### config.mk
export PLATFORM = sky130hd
export DESIGN_NAME = instr_decode
export DESIGN_NICKNAME = d
export VERILOG_FILES = /design/src/rtl/instr_decode.sv
export SDC_FILE = /design/constraint.sdc
export NUM_CORES = 1
export LEC_CHECK = 0
export ABC_AREA = 1
export CAP_MARGIN = 20
export CORE_MARGIN = 2
export CORE_UTILIZATION = 45
export DETAILED_ROUTE_END_ITERATION = 16
export PLACE_DENSITY = 0.92
export SYNTH_ARGS = -nofsm -noshare
export SYNTH_HDL_FRONTEND = slang
export SYNTH_SLANG_ARGS = --single-unit
### constraint.sdc
create_clock -name clk -period 6.11 [get_ports clk]
set_input_delay 1.222 -clock clk [delete_from_list [all_inputs] [get_ports clk]]
set_output_delay 1.222 -clock clk [all_outputs]
set_load 0.02 [all_outputs]
### src/rtl/instr_decode.sv
// -----------------------------------------------------------------------------
// instr_decode
//   One-stage MIPS-subset decode with a valid/ready handshake on both sides.
//   An accepted instruction word is decoded combinationally and registered, so
//   the decoded bundle appears one cycle after the accept edge and is held
//   until the downstream register-file read stage takes it.
//
//   Supported: R-type ADD/SUB/AND/OR/SLT, ADDI, ANDI, ORI, LW, SW, BEQ.
//   Anything else decodes as a NOP (all controls and immediate zero) but still
//   transfers and counts.
//
// Ports
//   clk, reset            rising-edge clock, asynchronous active-high reset
//   in_valid/in_ready     upstream handshake; instr and pc qualified by in_valid
//   out_valid/out_ready   downstream handshake for the decoded bundle
//   Read_register1/2      rs / rt, zero-extended to 32 bits
//   Write_register        destination register index (0 = none)
//   imm                   extended immediate (BEQ: byte offset, already << 2)
//   alu_op                0 ADD, 1 SUB, 2 AND, 3 OR, 4 SLT
//   reg_write, mem_read, mem_write, branch, use_imm   control bits
//   pc_out                pc of the held instruction
//   decode_count          instructions accepted since reset (wraps)
//   illegal               unsupported encoding flag (only with the macro below)
//
// Build option
//   ID_ILLEGAL_TRAP_EN    adds the registered 'illegal' output
// -----------------------------------------------------------------------------
module instr_decode (
  input  logic        clk,
  input  logic        reset,
  input  logic        in_valid,
  output logic        in_ready,
  input  logic [31:0] instr,
  input  logic [31:0] pc,
  output logic        out_valid,
  input  logic        out_ready,
  output logic [31:0] Read_register1,
  output logic [31:0] Read_register2,
  output logic [4:0]  Write_register,
  output logic [31:0] imm,
  output logic [3:0]  alu_op,
  output logic        reg_write,
  output logic        mem_read,
  output logic        mem_write,
  output logic        branch,
  output logic        use_imm,
  output logic [31:0] pc_out,
  output logic [31:0] decode_count
`ifdef ID_ILLEGAL_TRAP_EN
  ,
  output logic        illegal
`endif
);

  localparam logic [5:0] OP_RTYPE = 6'h00;
  localparam logic [5:0] OP_BEQ   = 6'h04;
  localparam logic [5:0] OP_ADDI  = 6'h08;
  localparam logic [5:0] OP_ANDI  = 6'h0C;
  localparam logic [5:0] OP_ORI   = 6'h0D;
  localparam logic [5:0] OP_LW    = 6'h23;
  localparam logic [5:0] OP_SW    = 6'h2B;

  localparam logic [5:0] FN_ADD = 6'h20;
  localparam logic [5:0] FN_SUB = 6'h22;
  localparam logic [5:0] FN_AND = 6'h24;
  localparam logic [5:0] FN_OR  = 6'h25;
  localparam logic [5:0] FN_SLT = 6'h2A;

  localparam logic [3:0] ALU_ADD = 4'd0;
  localparam logic [3:0] ALU_SUB = 4'd1;
  localparam logic [3:0] ALU_AND = 4'd2;
  localparam logic [3:0] ALU_OR  = 4'd3;
  localparam logic [3:0] ALU_SLT = 4'd4;

  logic [5:0]  opcode;
  logic [5:0]  funct;
  logic [4:0]  rs;
  logic [4:0]  rt;
  logic [4:0]  rd;
  logic [31:0] simm;
  logic [31:0] zimm;

  assign opcode = instr[31:26];
  assign funct  = instr[5:0];
  assign rs     = instr[25:21];
  assign rt     = instr[20:16];
  assign rd     = instr[15:11];
  assign simm   = {{16{instr[15]}}, instr[15:0]};
  assign zimm   = {16'h0000, instr[15:0]};

  // Shift amount field is not consumed by any supported operation.
  logic unused_shamt;
  assign unused_shamt = ^instr[10:6];

  logic [4:0]  d_wr;
  logic [31:0] d_imm;
  logic [3:0]  d_alu;
  logic        d_rw_raw;
  logic        d_rw;
  logic        d_mr;
  logic        d_mw;
  logic        d_br;
  logic        d_ui;
  logic        d_legal;

  always_comb begin
    d_wr     = 5'd0;
    d_imm    = 32'h0;
    d_alu    = ALU_ADD;
    d_rw_raw = 1'b0;
    d_mr     = 1'b0;
    d_mw     = 1'b0;
    d_br     = 1'b0;
    d_ui     = 1'b0;
    d_legal  = 1'b1;
    case (opcode)
      OP_RTYPE: begin
        d_wr     = rd;
        d_rw_raw = 1'b1;
        case (funct)
          FN_ADD:  d_alu = ALU_ADD;
          FN_SUB:  d_alu = ALU_SUB;
          FN_AND:  d_alu = ALU_AND;
          FN_OR:   d_alu = ALU_OR;
          FN_SLT:  d_alu = ALU_SLT;
          default: begin
            d_legal  = 1'b0;
            d_wr     = 5'd0;
            d_rw_raw = 1'b0;
          end
        endcase
      end
      OP_ADDI, OP_ANDI, OP_ORI: begin
        d_wr     = rt;
        d_rw_raw = 1'b1;
        d_ui     = 1'b1;
        // Logical immediates are zero-extended, arithmetic ones sign-extended.
        if (opcode == OP_ADDI) begin
          d_alu = ALU_ADD;
          d_imm = simm;
        end else if (opcode == OP_ANDI) begin
          d_alu = ALU_AND;
          d_imm = zimm;
        end else begin
          d_alu = ALU_OR;
          d_imm = zimm;
        end
      end
      OP_LW: begin
        d_wr     = rt;
        d_rw_raw = 1'b1;
        d_mr     = 1'b1;
        d_ui     = 1'b1;
        d_imm    = simm;
      end
      OP_SW: begin
        d_mw  = 1'b1;
        d_ui  = 1'b1;
        d_imm = simm;
      end
      OP_BEQ: begin
        d_br  = 1'b1;
        d_alu = ALU_SUB;
        d_imm = {simm[29:0], 2'b00};
      end
      default: d_legal = 1'b0;
    endcase
  end

  // Writes to $zero are architecturally dropped, so never request them.
  assign d_rw = d_rw_raw && (d_wr != 5'd0);

  logic accept;
  assign in_ready = !out_valid || out_ready;
  assign accept   = in_valid && in_ready;

  logic [4:0] rs_q;
  logic [4:0] rt_q;

  assign Read_register1 = {27'b0, rs_q};
  assign Read_register2 = {27'b0, rt_q};

  always_ff @(posedge clk or posedge reset) begin
    if (reset) begin
      out_valid      <= 1'b0;
      rs_q           <= 5'd0;
      rt_q           <= 5'd0;
      Write_register <= 5'd0;
      imm            <= 32'h0;
      alu_op         <= 4'd0;
      reg_write      <= 1'b0;
      mem_read       <= 1'b0;
      mem_write      <= 1'b0;
      branch         <= 1'b0;
      use_imm        <= 1'b0;
      pc_out         <= 32'h0;
      decode_count   <= 32'h0;
`ifdef ID_ILLEGAL_TRAP_EN
      illegal        <= 1'b0;
`endif
    end else if (accept) begin
      out_valid      <= 1'b1;
      rs_q           <= rs;
      rt_q           <= rt;
      Write_register <= d_wr;
      imm            <= d_imm;
      alu_op         <= d_alu;
      reg_write      <= d_rw;
      mem_read       <= d_mr;
      mem_write      <= d_mw;
      branch         <= d_br;
      use_imm        <= d_ui;
      pc_out         <= pc;
      decode_count   <= decode_count + 32'd1;
`ifdef ID_ILLEGAL_TRAP_EN
      illegal        <= !d_legal;
`endif
    end else if (out_ready) begin
      out_valid <= 1'b0;
    end
  end

`ifndef ID_ILLEGAL_TRAP_EN
  logic unused_legal;
  assign unused_legal = d_legal;
`endif

endmodule
==> metrics.md <==
| Metric | Value |
|---|---|
| RSZ-0062 raised after global routing | no |
| Boundary pin count | 244 |
| Most used DFF post-synth | dfrtp_1 |
| Antenna diode count | 0 |
| Power density cells | 255.5 mW/mm2 |
| Number of gates resized after cts | 0 |
| Netlist cell types | 33 |
| WHS Endpoint | decode_count[31] |
| P&R area growth vs syn | 36.27% |
| DR iter-0 viols | between 200 and 250 |
| Reg power frac | between 40% and 50% |
| Post-DRT Antenna Nets | 0 |
| Nets | 897 |
| Critical path required time | 4.89 ns |
| Sw Pwr | just over 600 uW |
| Synth Area per Inst | 8.173 um2 |
| Clock H-tree levels | 3 |
| Post-Syn Area | around 0.0054 mm2 |
| DPL Wire Length | 9874 um |
| Core ar. | 0.01186 mm2 |
| Final worst path period need | 3.650 ns |
| Kind of critical path | input pin to primary output |
| Mapped Cells | 661 |
| HP Start | decode_count[31] |
| Largest family of logic cells by synthesized area | simple AND/OR/NAND/NOR gates |
| Row Count | 40 |
| CP dominant cell by count | clkdlybuf4s50_1 |
| GPL Wtd Cong | 0.8916 |
| Post-synth top cells | nand2_1 (258), dfrtp_1 (106), buf_4 (69) |
| CTS Sinks | 106 |
| Slowest Stage Delay on Critical Path | 0.61 ns |
| Synth top area share | 49.10% |
| Post-CTS setup buffer count | 0 |
| Final clock period utilization by the worst path | 59.74% |
| Sw Ratio | 32.38% |
| Avg WL per Cell | ~14 um |
| Die ar. | 0.01290 mm2 |
| Die width | 113.6 um |
| Worst r2r dst | alu_op[2] |
| Ys async rst share | 100.0% |
| Number of global-route vias before repair | 4468 |
| First-pass GRT wire length | approximately 22000 um |
| Worst slew pin tran | 0.9285 ns |
| CP max FO | 3 |
| Final setup violation count | 0 |
| Num CTS Buffers | 9 |
| Buffers & Inverters on Critical Path | 3 |
| Mux cell area share after synthesis | 0% |
| GRT Total Usage | 20.79% |
| Worst Skew | 0.008216 ns |
| CP cell instances | clkdlybuf4s50_1, inv_2, nand2_2, clkdlybuf4s50_1 |
| Setup crit start kind | input pin |
| WHS Path Cells | 1 |
| Final hold violation count | 0 |
| TritonCTS clock tree | built |
| Hold Buf Count CTS | 0 |
| Cell taking the most area after synthesis | dfrtp_1 |
| Synth Area in Adders | less than 1% |
| Int Pwr | between 1000 and 1500 uW |
| Critical path's slowest cell | clkdlybuf4s50_1 |
| R2R Path Start | out_valid |
| Worst reg2reg path depth | 6 |
| Die Height | ~110 um |
| Drt pass-1 iters | 5 |
| Max_slew headroom | 38.10% |
| Post-synth EDFFs | 0 |
| Yosys reg bits | about 110 |
| Layout fillers | 997 |
| Global route total overflow | 0 |
| Peak Freq | 274.0 MHz |
| Compound-Gate Fraction of Synth Area | ~4% |
| Max cap viols | 0 |
| Initial antenna violation count | 0 |
| Xor/xnor share of the synthesized area | under 10% |
| Sum Neg Setup Slack | 0 ns |
| Reg2Reg Setup Slack | ~3.6 ns |
| Clk_lat worst skew | approximately 0.34 ns |
| Clock power frac | 29.3% |
| Initial Util | between 40 and 50% |
| Combinational fraction of design power | around a quarter |
| Peak supply drop | 0.1553 mV |
| Detailed-route DRC error count | 0 |
| Layout cells sized above 1 | 4.802% |
| Status | finished clean |
| Kind of end point of the critical path | primary output |
| Via-per-instance ratio | 4.771 |
| Most common cell in the netlist | nand2_1 |
| Sequential area share after synthesis | approximately half |
| Leak pwr | 0.003640 uW |
| Clock-pin slew on the worst setup and hold paths | 0.08 ns |
| Yosys warns | 0 |
| Crit path DAT | 2.43 ns |
| Final Core Density | 62.07% |
| Vias | approximately 4700 |
| Routed Wire Length | about 13000 um |
| Hold crit path type | register to register |
| Root cell of the clock tree | clkbuf_16 |
| IO buf count | about 190 |
| Ranking of synthesized cells by area | dfrtp_1 (49%), nand2_1 (18%), buf_4 (9.6%) |
| Longest Clk Path Bufs | 2 |
| Simple-gate portion of the synthesized area | 27.23% |
| Max Transition Viols Final | 0 |
| Delay-heaviest family, CP | buffers and inverters |
| Largest net degree at the start of global routing | 84 |
[worst max path at each step]
stage / start / to / slack [ns] / cells after the start
2_1_floorplan: reset / Write_register[0] / 2.10 / 1
3_3_place_gp: out_ready / alu_op[2] / 2.29 / 8
3_5_place_dp: out_ready / alu_op[2] / 2.26 / 8
4_1_cts: out_ready / in_ready / 2.45 / 4
5_1_grt: out_ready / alu_op[2] / 2.37 / 8
6_report: out_ready / in_ready / 2.46 / 4
[area by class of cell]
type / count / area [um2] / share of cell area, %
clock buffers: 10 / 229.0 / 3.110
multi-input cells: 476 / 2178 / 29.59
repair buffers: 190 / 1897 / 25.76
flip-flops and latches: 106 / 2653 / 36.03
clock inverters: 6 / 50.05 / 0.6798
well taps: 147 / 183.9 / 2.498
inverters: 45 / 171.4 / 2.328
[state kept, by name, indices dropped and copies added, names as in the netlist]
name,count
Write_register,5
alu_op,3
branch,1
decode_count,32
imm,18
mem_read,1
mem_write,1
out_valid,1
pc_out,32
reg_write,1
rs_q,5
rt_q,5
use_imm,1
[kinds of logic after synthesis]
family	after synthesis
and+or+nand+nor	352
other	1
AOI/OAI and AO/OA	37
adders and majority gates	1
xor gates and xnor gates	31
DFF	106
buffers and inverters	133
[worst register-to-register path, delay by kind of cell (launching register included)]
kind | cells | cell delay [ns]
DFF | 1 | 0.39
AOI/OAI and AO/OA | 1 | 0.16
buffers and inverters | 2 | 1.14
and+or+nand+nor | 3 | 0.72
[placed cells by master, fill, tap and decap left out, drive strengths merged]
| cell | count |
|---|---|
| o31ai | 2 |
| xor2 | 18 |
| conb | 55 |
| a21o | 1 |
| clkinv | 1 |
| a31oi | 5 |
| xnor2 | 13 |
| buf | 2 |
| ha | 1 |
| o21ai | 16 |
| inv | 48 |
| o22ai | 12 |
| nor2 | 47 |
| clkbuf | 10 |
| nand2 | 264 |
| o211ai | 1 |
| clkinvlp | 2 |
| nor3 | 10 |
| clkdlybuf4s50 | 188 |
| nand4 | 8 |
| dfrtp | 106 |
| nand3 | 22 |
| or2 | 1 |
[metrics by stage]
step | setup slack (ns) | power, uW | instances | hold WS (ns) | cell area [um2]
after global placement | 2.289 | 1331 | 964 | 0.4613 | 7083
after detailed placement | 2.260 | 1344 | 964 | 0.4637 | 7083
after floorplan | 2.099 | 1129 | 715 | 0.5812 | 5605
after CTS | 2.455 | 1900 | 980 | 0.4803 | 7362
final | 2.460 | 1881 | 980 | 0.4781 | 7362
after global routing | 2.369 | 1982 | 980 | 0.5021 | 7362
[power groups by stage]
stage,registers [uW],clock network [uW],logic (uW)
after CTS,839,566,495
after global placement,847,0,484
after global routing,850,601,531
after detailed placement,851,0,493
final,839,552,490
after floorplan,932,0,197
[layer usage]
layer,global-route usage [%],routed length [um],up-vias
li1,-,-,2259
met1,25.74,5290,2224
met2,35.13,6735,167
met3,5.101,925,26
met4,8.293,316,0
met5,0,0,-
(Power assumes the default switching activity.)
